===== src/rtl/cla_pkg.sv =====
// Shared definitions for the digit-serial carry-lookahead adder.
// Slice width, sequencer state encoding and counter sizing helper.
package cla_pkg;

    localparam int SLICE_W = 4;

    typedef enum logic [1:0] {
        IDLE = 2'd0,
        RUN  = 2'd1,
        DONE = 2'd2
    } state_e;

    function automatic int cnt_w(input int nib);
        return (nib > 1) ? $clog2(nib) : 1;
    endfunction

endpackage


===== src/rtl/cla.sv =====
// 4-bit carry-lookahead adder slice.
// Latency: combinational. Backpressure: none, pure datapath.
module cla (
    input  logic [3:0] a,
    input  logic [3:0] b,
    input  logic       cin,
    output logic [3:0] sum,
    output logic       cout
);

    logic [3:0] g;
    logic [3:0] p;
    logic [4:0] c;

    assign g = a & b;
    assign p = a ^ b;

    // Every carry is flattened from g/p and cin so no carry ripples through the slice.
    assign c[0] = cin;
    assign c[1] = g[0] | (p[0] & cin);
    assign c[2] = g[1] | (p[1] & g[0]) | (p[1] & p[0] & cin);
    assign c[3] = g[2] | (p[2] & g[1]) | (p[2] & p[1] & g[0])
                | (p[2] & p[1] & p[0] & cin);
    assign c[4] = g[3] | (p[3] & g[2]) | (p[3] & p[2] & g[1])
                | (p[3] & p[2] & p[1] & g[0]) | (p[3] & p[2] & p[1] & p[0] & cin);

    assign sum  = p ^ c[3:0];
    assign cout = c[4];

endmodule


===== src/rtl/cla_serial_adder.sv =====
// Digit-serial WIDTH-bit adder: one 4-bit CLA slice per cycle, LSB nibble first.
// Latency: accept edge + NIB edges to out_valid. Backpressure: result held in DONE until out_ready.
module cla_serial_adder
    import cla_pkg::*;
#(
    parameter  int WIDTH = 16,
    localparam int NIB   = WIDTH / 4
) (
    input  logic             clk,
    input  logic             rst,
    input  logic             in_valid,
    output logic             in_ready,
    input  logic [WIDTH-1:0] a,
    input  logic [WIDTH-1:0] b,
    input  logic             cin,
    output logic             out_valid,
    input  logic             out_ready,
    output logic [WIDTH-1:0] sum,
    output logic             cout,
    output logic             ovf,
    output logic             busy
);

    if (((WIDTH % SLICE_W) != 0) || (WIDTH < 8)) begin : g_width_chk
        $fatal(1, "cla_serial_adder: WIDTH must be a multiple of 4 and at least 8");
    end

    localparam int            CW   = cnt_w(NIB);
    localparam logic [CW-1:0] LAST = CW'(NIB - 1);

    state_e               state_q, state_d;
    logic [WIDTH-1:0]     opa_q, opa_d;
    logic [WIDTH-1:0]     opb_q, opb_d;
    logic [WIDTH-1:0]     sum_q, sum_d;
    logic [CW-1:0]        idx_q, idx_d;
    logic                 c_q, c_d;
    logic                 sa_q, sa_d;
    logic                 sb_q, sb_d;
    logic                 cout_q, cout_d;
    logic                 ovf_q, ovf_d;

    logic [SLICE_W-1:0]   sl_sum;
    logic                 sl_cout;

    cla u_cla (
        .a    (opa_q[SLICE_W-1:0]),
        .b    (opb_q[SLICE_W-1:0]),
        .cin  (c_q),
        .sum  (sl_sum),
        .cout (sl_cout)
    );

    always_comb begin
        state_d = state_q;
        opa_d   = opa_q;
        opb_d   = opb_q;
        sum_d   = sum_q;
        idx_d   = idx_q;
        c_d     = c_q;
        sa_d    = sa_q;
        sb_d    = sb_q;
        cout_d  = cout_q;
        ovf_d   = ovf_q;

        case (state_q)
            IDLE: begin
                if (in_valid) begin
                    opa_d   = a;
                    opb_d   = b;
                    c_d     = cin;
                    idx_d   = '0;
                    sa_d    = a[WIDTH-1];
                    sb_d    = b[WIDTH-1];
                    state_d = RUN;
                end
            end
            RUN: begin
                // Slice results enter at the top so the LSB nibble lands at the bottom after NIB shifts.
                sum_d = {sl_sum, sum_q[WIDTH-1:SLICE_W]};
                opa_d = opa_q >> SLICE_W;
                opb_d = opb_q >> SLICE_W;
                c_d   = sl_cout;
                idx_d = idx_q + 1'b1;
                if (idx_q == LAST) begin
                    cout_d  = sl_cout;
                    ovf_d   = (sa_q == sb_q) && (sl_sum[SLICE_W-1] != sa_q);
                    state_d = DONE;
                end
            end
            DONE: begin
                if (out_ready) begin
                    state_d = IDLE;
                end
            end
            default: state_d = IDLE;
        endcase
    end

    always_ff @(posedge clk or posedge rst) begin
        if (rst) begin
            state_q <= IDLE;
            opa_q   <= '0;
            opb_q   <= '0;
            sum_q   <= '0;
            idx_q   <= '0;
            c_q     <= 1'b0;
            sa_q    <= 1'b0;
            sb_q    <= 1'b0;
            cout_q  <= 1'b0;
            ovf_q   <= 1'b0;
        end else begin
            state_q <= state_d;
            opa_q   <= opa_d;
            opb_q   <= opb_d;
            sum_q   <= sum_d;
            idx_q   <= idx_d;
            c_q     <= c_d;
            sa_q    <= sa_d;
            sb_q    <= sb_d;
            cout_q  <= cout_d;
            ovf_q   <= ovf_d;
        end
    end

    assign in_ready  = (state_q == IDLE);
    assign out_valid = (state_q == DONE);
    assign busy      = (state_q != IDLE);
    assign sum       = sum_q;
    assign cout      = cout_q;
    assign ovf       = ovf_q;

endmodule


===== config.mk =====
export PLATFORM = sky130hd
export DESIGN_NAME = cla_serial_adder
export DESIGN_NICKNAME = d
export VERILOG_FILES = /design/src/rtl/cla_pkg.sv /design/src/rtl/cla.sv /design/src/rtl/cla_serial_adder.sv
export SDC_FILE = /design/constraint.sdc
export NUM_CORES = 1
export LEC_CHECK = 0
export BUFFER_PORTS_ARGS = -buffer_cell sky130_fd_sc_hd__buf_2
export CAP_MARGIN = 5
export CORE_ASPECT_RATIO = 0.9
export CORE_MARGIN = 2
export CORE_UTILIZATION = 48
export CTS_BUF_LIST = sky130_fd_sc_hd__clkbuf_2 sky130_fd_sc_hd__clkbuf_4 sky130_fd_sc_hd__clkbuf_8
export CTS_CLUSTER_SIZE = 12
export DETAILED_ROUTE_END_ITERATION = 8
export PLACE_DENSITY = 0.82
export SLEW_MARGIN = 20
export SYNTH_ARGS = -nofsm -noshare
export SYNTH_HDL_FRONTEND = slang
export SYNTH_HIERARCHICAL = 1
export SYNTH_SLANG_ARGS = --single-unit

===== constraint.sdc =====
create_clock -name clk -period 2.2 [get_ports clk]
set_input_delay 0.11 -clock clk [delete_from_list [all_inputs] [get_ports clk]]
set_output_delay 0.11 -clock clk [all_outputs]
set_load 0.005 [all_outputs]

# --- After elaboration in Yosys (flattened, before gate mapping) ---
# Cells that the tools add are included.
totals:
  elab_cells: 68
  inputBits: 37
  out_inout_bits: 21
  ff_bits: 57
  mem_bits_ro: 0
  latch_bits: 0
  n_memories: 0
  mem_bits_rw: 0
op_classes:
  n_shift: 0
  order_cmp: 0
  div_mod_pow: 0
  mux: 12
  n_mul: 0
  add_sub_neg: 1
  bitwise: 29
  n_reduce_logical: 8
  eq_ne: 8
ops:
  columns: ["operator", "count"]
  rows:
  - ["16-bit case mux with 2 select lines", 2]
  - ["16-bit 2-to-1 mux", 2]
  - ["1-bit bitwise AND", 16]
  - ["1-bit OR", 10]
  - ["2-bit 2-to-1 mux", 4]
  - ["4-bit XOR", 2]
  - ["2-bit case mux with 3 select lines", 1]
  - ["2-bit AND reduction", 3]
  - ["4-bit bitwise AND", 1]
  - ["2-bit == test (second input constant)", 2]
  - ["2-bit != test (second input constant)", 2]
  - ["2-bit case mux with 2 select lines", 1]
  - ["2-bit nonzero test", 2]
  - ["3-bit AND reduction", 1]
  - ["2-bit by 1-bit adder with 2-bit output (second input constant)", 1]
  - ["2-bit by 1-bit == test with 1-bit output (second input constant)", 1]
  - ["2-bit zero test", 1]
  - ["2-bit by 1-bit != test with 1-bit output (second input constant)", 1]
  - ["1-bit case mux with 2 select lines", 1]
  - ["1-bit == test", 1]
  - ["1-bit logical AND", 1]
  - ["1-bit 2-to-1 mux", 1]
  - ["1-bit != test", 1]

# --- Longest topological paths before layout ---
logic_depth:
  depth_word: 8
  mapped_depth: 7
  mapped_depth_nobuf: 7

# --- Hierarchy ---
# The synthesis kept the hierarchy.
by_module_without_submodules:
  columns: ["mod", "cells_each", "instances", "seq_area_each_um2", "area_each_um2"]
  rows:
  - ["cla_serial_adder", 274, 1, 1426.4, 2622.5]
  - ["cla", 17, 1, 0.0, 147.6]

# --- Least setup slack after synthesis ---
# Ideal clock, no wire load.
synth_timing:
  kind: "register to register"
  start: "register opa_q[0]"
  end: "register ovf_q, in the netlist ovf"
  t_required_ns: 2.077
  path_buffers: 0
  slack_ns: 0.477
  path_stages_with_launch: 8
  arrival_ns: 1.600
  path_cell_list: "dfrtp_1 > ha_1 > a21o_1 > a31o_1 > xor2_1 > and3b_1 > a21oi_1 > o21ai_1"
synth_between:
  elab_chain_cells: 7
  word_cells_on_any_way: 10
  classes_between: "eq/ne: 1; bitwise: 8; reduce/logical: 1"
synth_lines:
  columns: ["element", "line", "text"]
  rows:
  - ["start, declared", "cla_serial_adder.sv:32", "logic [WIDTH-1:0] opa_q, opa_d;"]
  - ["start signal, assigned", "cla_serial_adder.sv:113", "opa_q <= opa_d;"]
  - ["4-bit bitwise AND / 4-bit XOR (equally long branches)", "cla.sv:15, cla.sv:16", null]
  - ["1-bit bitwise AND (on tied branches)", "cla.sv:22, cla.sv:23", null]
  - ["1-bit OR / 1-bit bitwise AND (equally long branches)", "cla.sv:22, cla.sv:23", null]
  - ["1-bit OR *", "cla.sv:23", "| (p[2] & p[1] & p[0] & cin);"]
  - ["4-bit XOR *", "cla.sv:27", "assign sum = p ^ c[3:0];"]
  - ["via sl_sum[3]", "cla_serial_adder.sv:42", "logic [SLICE_W-1:0] sl_sum;"]
  - ["1-bit != test *", "cla_serial_adder.sv:86", "ovf_d = (sa_q == sb_q) && (sl_sum[SLICE_W-1] != sa_q);"]
  - ["1-bit logical AND *", "cla_serial_adder.sv:86", null]
  - ["end signal, assigned", "cla_serial_adder.sv:121", "ovf_q <= ovf_d;"]
  - ["end, declared", "cla_serial_adder.sv:40", "logic ovf_q, ovf_d;"]
# The timed path passes the listed nets; every way through them passes the cells marked *.
# A chain may end at the register's enable or synchronous reset.

# --- Worst setup path after layout ---
layout_timing:
  start: "register opa_q[2]"
  end: "register ovf_q, in the netlist ovf"
layout_between:
  elab_chain_cells: 8
  word_cells_on_any_way: 13
  classes_between: "eq/ne: 1; bitwise: 11; reduce/logical: 1"
layout_lines:
  columns: ["element", "line", "text"]
  rows:
  - ["4-bit XOR", "cla.sv:16", "assign p = a ^ b;"]
  - ["1-bit bitwise AND (on tied branches)", "cla.sv:22, cla.sv:23", null]
  - ["1-bit OR, or another cell as far along", "cla.sv:22", "assign c[3] = g[2] | (p[2] & g[1]) | (p[2] & p[1] & g[0])"]
  - ["1-bit OR / 1-bit bitwise AND (equally long branches)", "cla.sv:22, cla.sv:23", null]
  - ["1-bit OR *", "cla.sv:23", null]
  - ["4-bit XOR *", "cla.sv:27", null]
  - ["via sl_sum[3]", "cla_serial_adder.sv:42", null]
  - ["1-bit != test *", "cla_serial_adder.sv:86", null]
  - ["1-bit logical AND *", "cla_serial_adder.sv:86", null]
# Marked as above.

==> impl_metrics.json <==
{
  "netSwitchingPower_uw": 1839,
  "grt.met1_usage_pct": 30.22,
  "max_stage_delay_ns": 0.39,
  "dominant_combinational_cell_family_by_area_after_synthesis": "compound AO/OA/AOI/OAI gates",
  "holdBufCountCts": 8,
  "drt_drc_violations_left": 0,
  "initial_utilization_pct": 49.22,
  "endpoint_kind": "flip-flop",
  "dieArea_um2": 6396,
  "grt_usage_pct": 21.24,
  "postSynthNetCount": 334,
  "synth-simple-area-share_pct": 17.71,
  "finalMaxSlewViolations": 0,
  "rsz0062_at_grt": "false",
  "antennaDiodeCount": 0,
  "ios": 58,
  "cts_setup_buffers": 0,
  "netlist_instances": 291,
  "detail_route.vias_per_cell": 5.307,
  "total_count_of_hold_check_failures_in_the_final_report": 0,
  "required_ns": 2.42,
  "report.power.total_uw": 4700,
  "yosys.area_share.xor_xnor_pct": 0.9485,
  "post_synth.cell_area_avg_um2": 9.519,
  "fin_crit_ns": 1.932,
  "detailed_placement_hpwl_um": 4233,
  "finalWirelength_um": 6309,
  "slew_headroom_pct": 51.41,
  "cp_top_family": "compound AO/OA/AOI/OAI gates",
  "floorplan.core_area_um2": 5628,
  "vias_after_detailed_routing": 2282,
  "worst-endpoint-arrival_ns": 2.15,
  "port_buffers": 57,
  "grt-busiest-layer": "met2",
  "number_of_antenna_violating_nets_in_the_routed_design": 0,
  "die_width_um": 84.08,
  "internal_pwr_total_uw": 2861,
  "final-setup-viol-count": 0,
  "combinational_fraction_of_design_power_pct": 41.7,
  "num_rows": 26,
  "worst_setup_path_start_kind": "flip-flop",
  "final.setup_skew_ns": 0.008729,
  "period_share_pct": 87.81,
  "power_frac_seq_pct": 38.4,
  "cts.path.max_buffers": 2,
  "critPathBufInv": 0,
  "critical_path.max_fanout": 3,
  "final_layout_size_suffix_gt1_share_pct": 25.00,
  "clk_pin_slew_worst_paths_ns": 0.06,
  "grt_antenna_before_repair": 0,
  "synth_compound_area_share_pct": 19.78,
  "drt-wirelength-per-cell_um": 14.67,
  "yosys.area_share.adder_pct": 2.981,
  "syn_to_layout_area_delta_pct": 21.68,
  "holdCritPathClass": "primary input to flip-flop",
  "part_of_the_yosys_area_used_for_sequential_elements_pct": 51.49,
  "dpl.cell_count": 408,
  "muxShareOfSynthArea_pct": 1.581,
  "gr_met2_demand_resource_pct": 31.59,
  "outcome": "complete, no violations",
  "clk-insertion-delay-late_ns": 0.34,
  "synth_area_um2": 2770,
  "cellLeakagePower_uw": 0.001702,
  "numClockSinks": 57,
  "grt_pass1_wl_um": 10740,
  "setup-tns-final_ns": 0,
  "clockRootBuffer": "clkbuf_8",
  "synth.yosys.warnings": 6,
  "post_cts_resize_count": 0,
  "drtPass1Iterations": 4,
  "worstPathCellList": "ha_1 > a21o_1 > a31o_1 > xor2_1 > and3b_1 > a21oi_1 > o21ai_1",
  "globalplace.congestion": 0.7915,
  "cts_tree": "yes",
  "pin_count_of_the_biggest_net_entering_global_routing": 58,
  "ys_types": 30,
  "gr-total-overflow": 0,
  "tightest_slew_ns": 0.7289,
  "vdd_drop_max_uv": 607.5,
  "fmaxAchievable_mhz": 517.6,
  "ys_ff_latch": 57,
  "switching_share_pct": 39.12,
  "maxCapViolCount": 0,
  "power_density_nw_per_um2": 1394,
  "pwr-share-clk_pct": 19.8,
  "drt_first_iter_violations": 191,
  "nNetsFinal": 400,
  "first_global_vias": 2246,
  "chipHeight_um": 76.07,
  "critical-path-slowest-cell": "dfrtp_1",
  "instances_no_fill": 430,
  "setup.worst_path.class": "flip-flop to flip-flop",
  "ctsHtreeMaxLevel": 3,
  "cts_inserted_buffers": 9,
  "groute.layer.met3.usage_pct": 6.067
}
state kept, by name (all words and copies together), names as in the netlist:
signal,count
opa_q,16
opb_q,16
sum,16
idx_q,2
state_q,2
c_q,1
cout,1
ovf,1
sa_q,1
sb_q,1
cells in the mapped netlist, drive strengths merged:
library cell  number  share of area [%]
xor2               1               0.32
nor3b              1               0.68
nand2             68                9.2
a21oi             27                4.9
nand2b             2               0.45
xnor2              2               0.63
a22oi             21                6.2
a22o               2               0.63
clkbuf             4               0.54
nor2b             23                5.3
a31o               1               0.32
and3b              5                1.6
o21bai             1               0.41
inv                8                1.1
fa                 1               0.72
ha                 5                2.3
nor2               2               0.27
mux2i              1               0.36
dfrtp             57                 51
o21ai             36                6.5
mux2               3                1.2
buf               16                3.9
a21o               3               0.81
or2                1               0.23
metal layers:
metal	up-vias	part of all wire, %
met5	-	0
met4	0	1.7
met3	11	3.9
met2	60	47
met1	1094	47
li1	1117	-
path summary, 6_finish.rpt:
path,from,end,slack [ns],cells past startpoint
min reg2reg,sum[1]$_DFFE_PP0P_,sum[1]$_DFFE_PP0P_,0.48,2
min in group asynchronous,rst,opa_q[12]$_DFFE_PP0P_,0.52,4
max in group asynchronous,rst,sum[11]$_DFFE_PP0P_,1.19,4
max,opa_q[2]$_DFFE_PP0P_,ovf$_DFFE_PP0P_,0.27,7
max reg2reg,opa_q[2]$_DFFE_PP0P_,ovf$_DFFE_PP0P_,0.27,7
min,b[15],sb_q$_DFFE_PP0P_,0.03,2
metrics by stage:
stage               hold WS [ns]  setup WS (ns)  util, %  cell area (um2)
finish                   0.03045         0.2682    59.89             3371
global route             0.02728         0.1375    59.89             3371
CTS                     0.008668         0.2926    59.89             3371
detailed placement        0.3214         0.3215    55.22             3108
global placement          0.3140         0.3924    55.22             3108
floorplan                 0.2176         0.4768        -             2770
placed cells by master (no fill, tap or decap), drive strengths merged, types with 8 or more instances in the layout:
cell,count
dlygate4sd3,8
nor2b,23
a21oi,27
inv,8
dfrtp,57
o21ai,36
clkbuf,10
buf,67
nand2,68
a22oi,21
power by group through the flow:
stage / sequential (uW) / clock (uW) / combinational (uW)
after global routing: 1860 / 998 / 2210
after detailed placement: 1820 / 0 / 1940
after CTS: 1800 / 955 / 1970
final: 1810 / 931 / 1960
after floorplan: 1750 / 0 / 1440
after global placement: 1790 / 0 / 1870
cell families after synthesis:
| group | count (synthesis) |
|---|---|
| AO/OA/AOI/OAI | 91 |
| AND/OR/NAND/NOR | 102 |
| XOR/XNOR | 3 |
| adder cells (fa/ha/maj) | 6 |
| multiplexers | 4 |
| flip-flops | 57 |
| buffers and inverters | 28 |
cell type report:
| class | instances | area, um2 |
|---|---|---|
| clock buffers | 10 | 137.6 |
| clock inverters | 4 | 45.04 |
| fillers | 486 | 2257 |
| inverters | 8 | 30.03 |
| multi-input cells | 206 | 1191 |
| flip-flops and latches | 57 | 1426 |
| well taps | 70 | 87.58 |
| repair buffers | 75 | 452.9 |
worst register-to-register path: stages, from the launching register on:
cell and delay (ns):
dfrtp_1 0.39, ha_1 0.35, a21o_1 0.20, a31o_1 0.22, xor2_1 0.24, and3b_1 0.22, a21oi_1 0.13, o21ai_1 0.07
(Power assumes the default switching activity.)
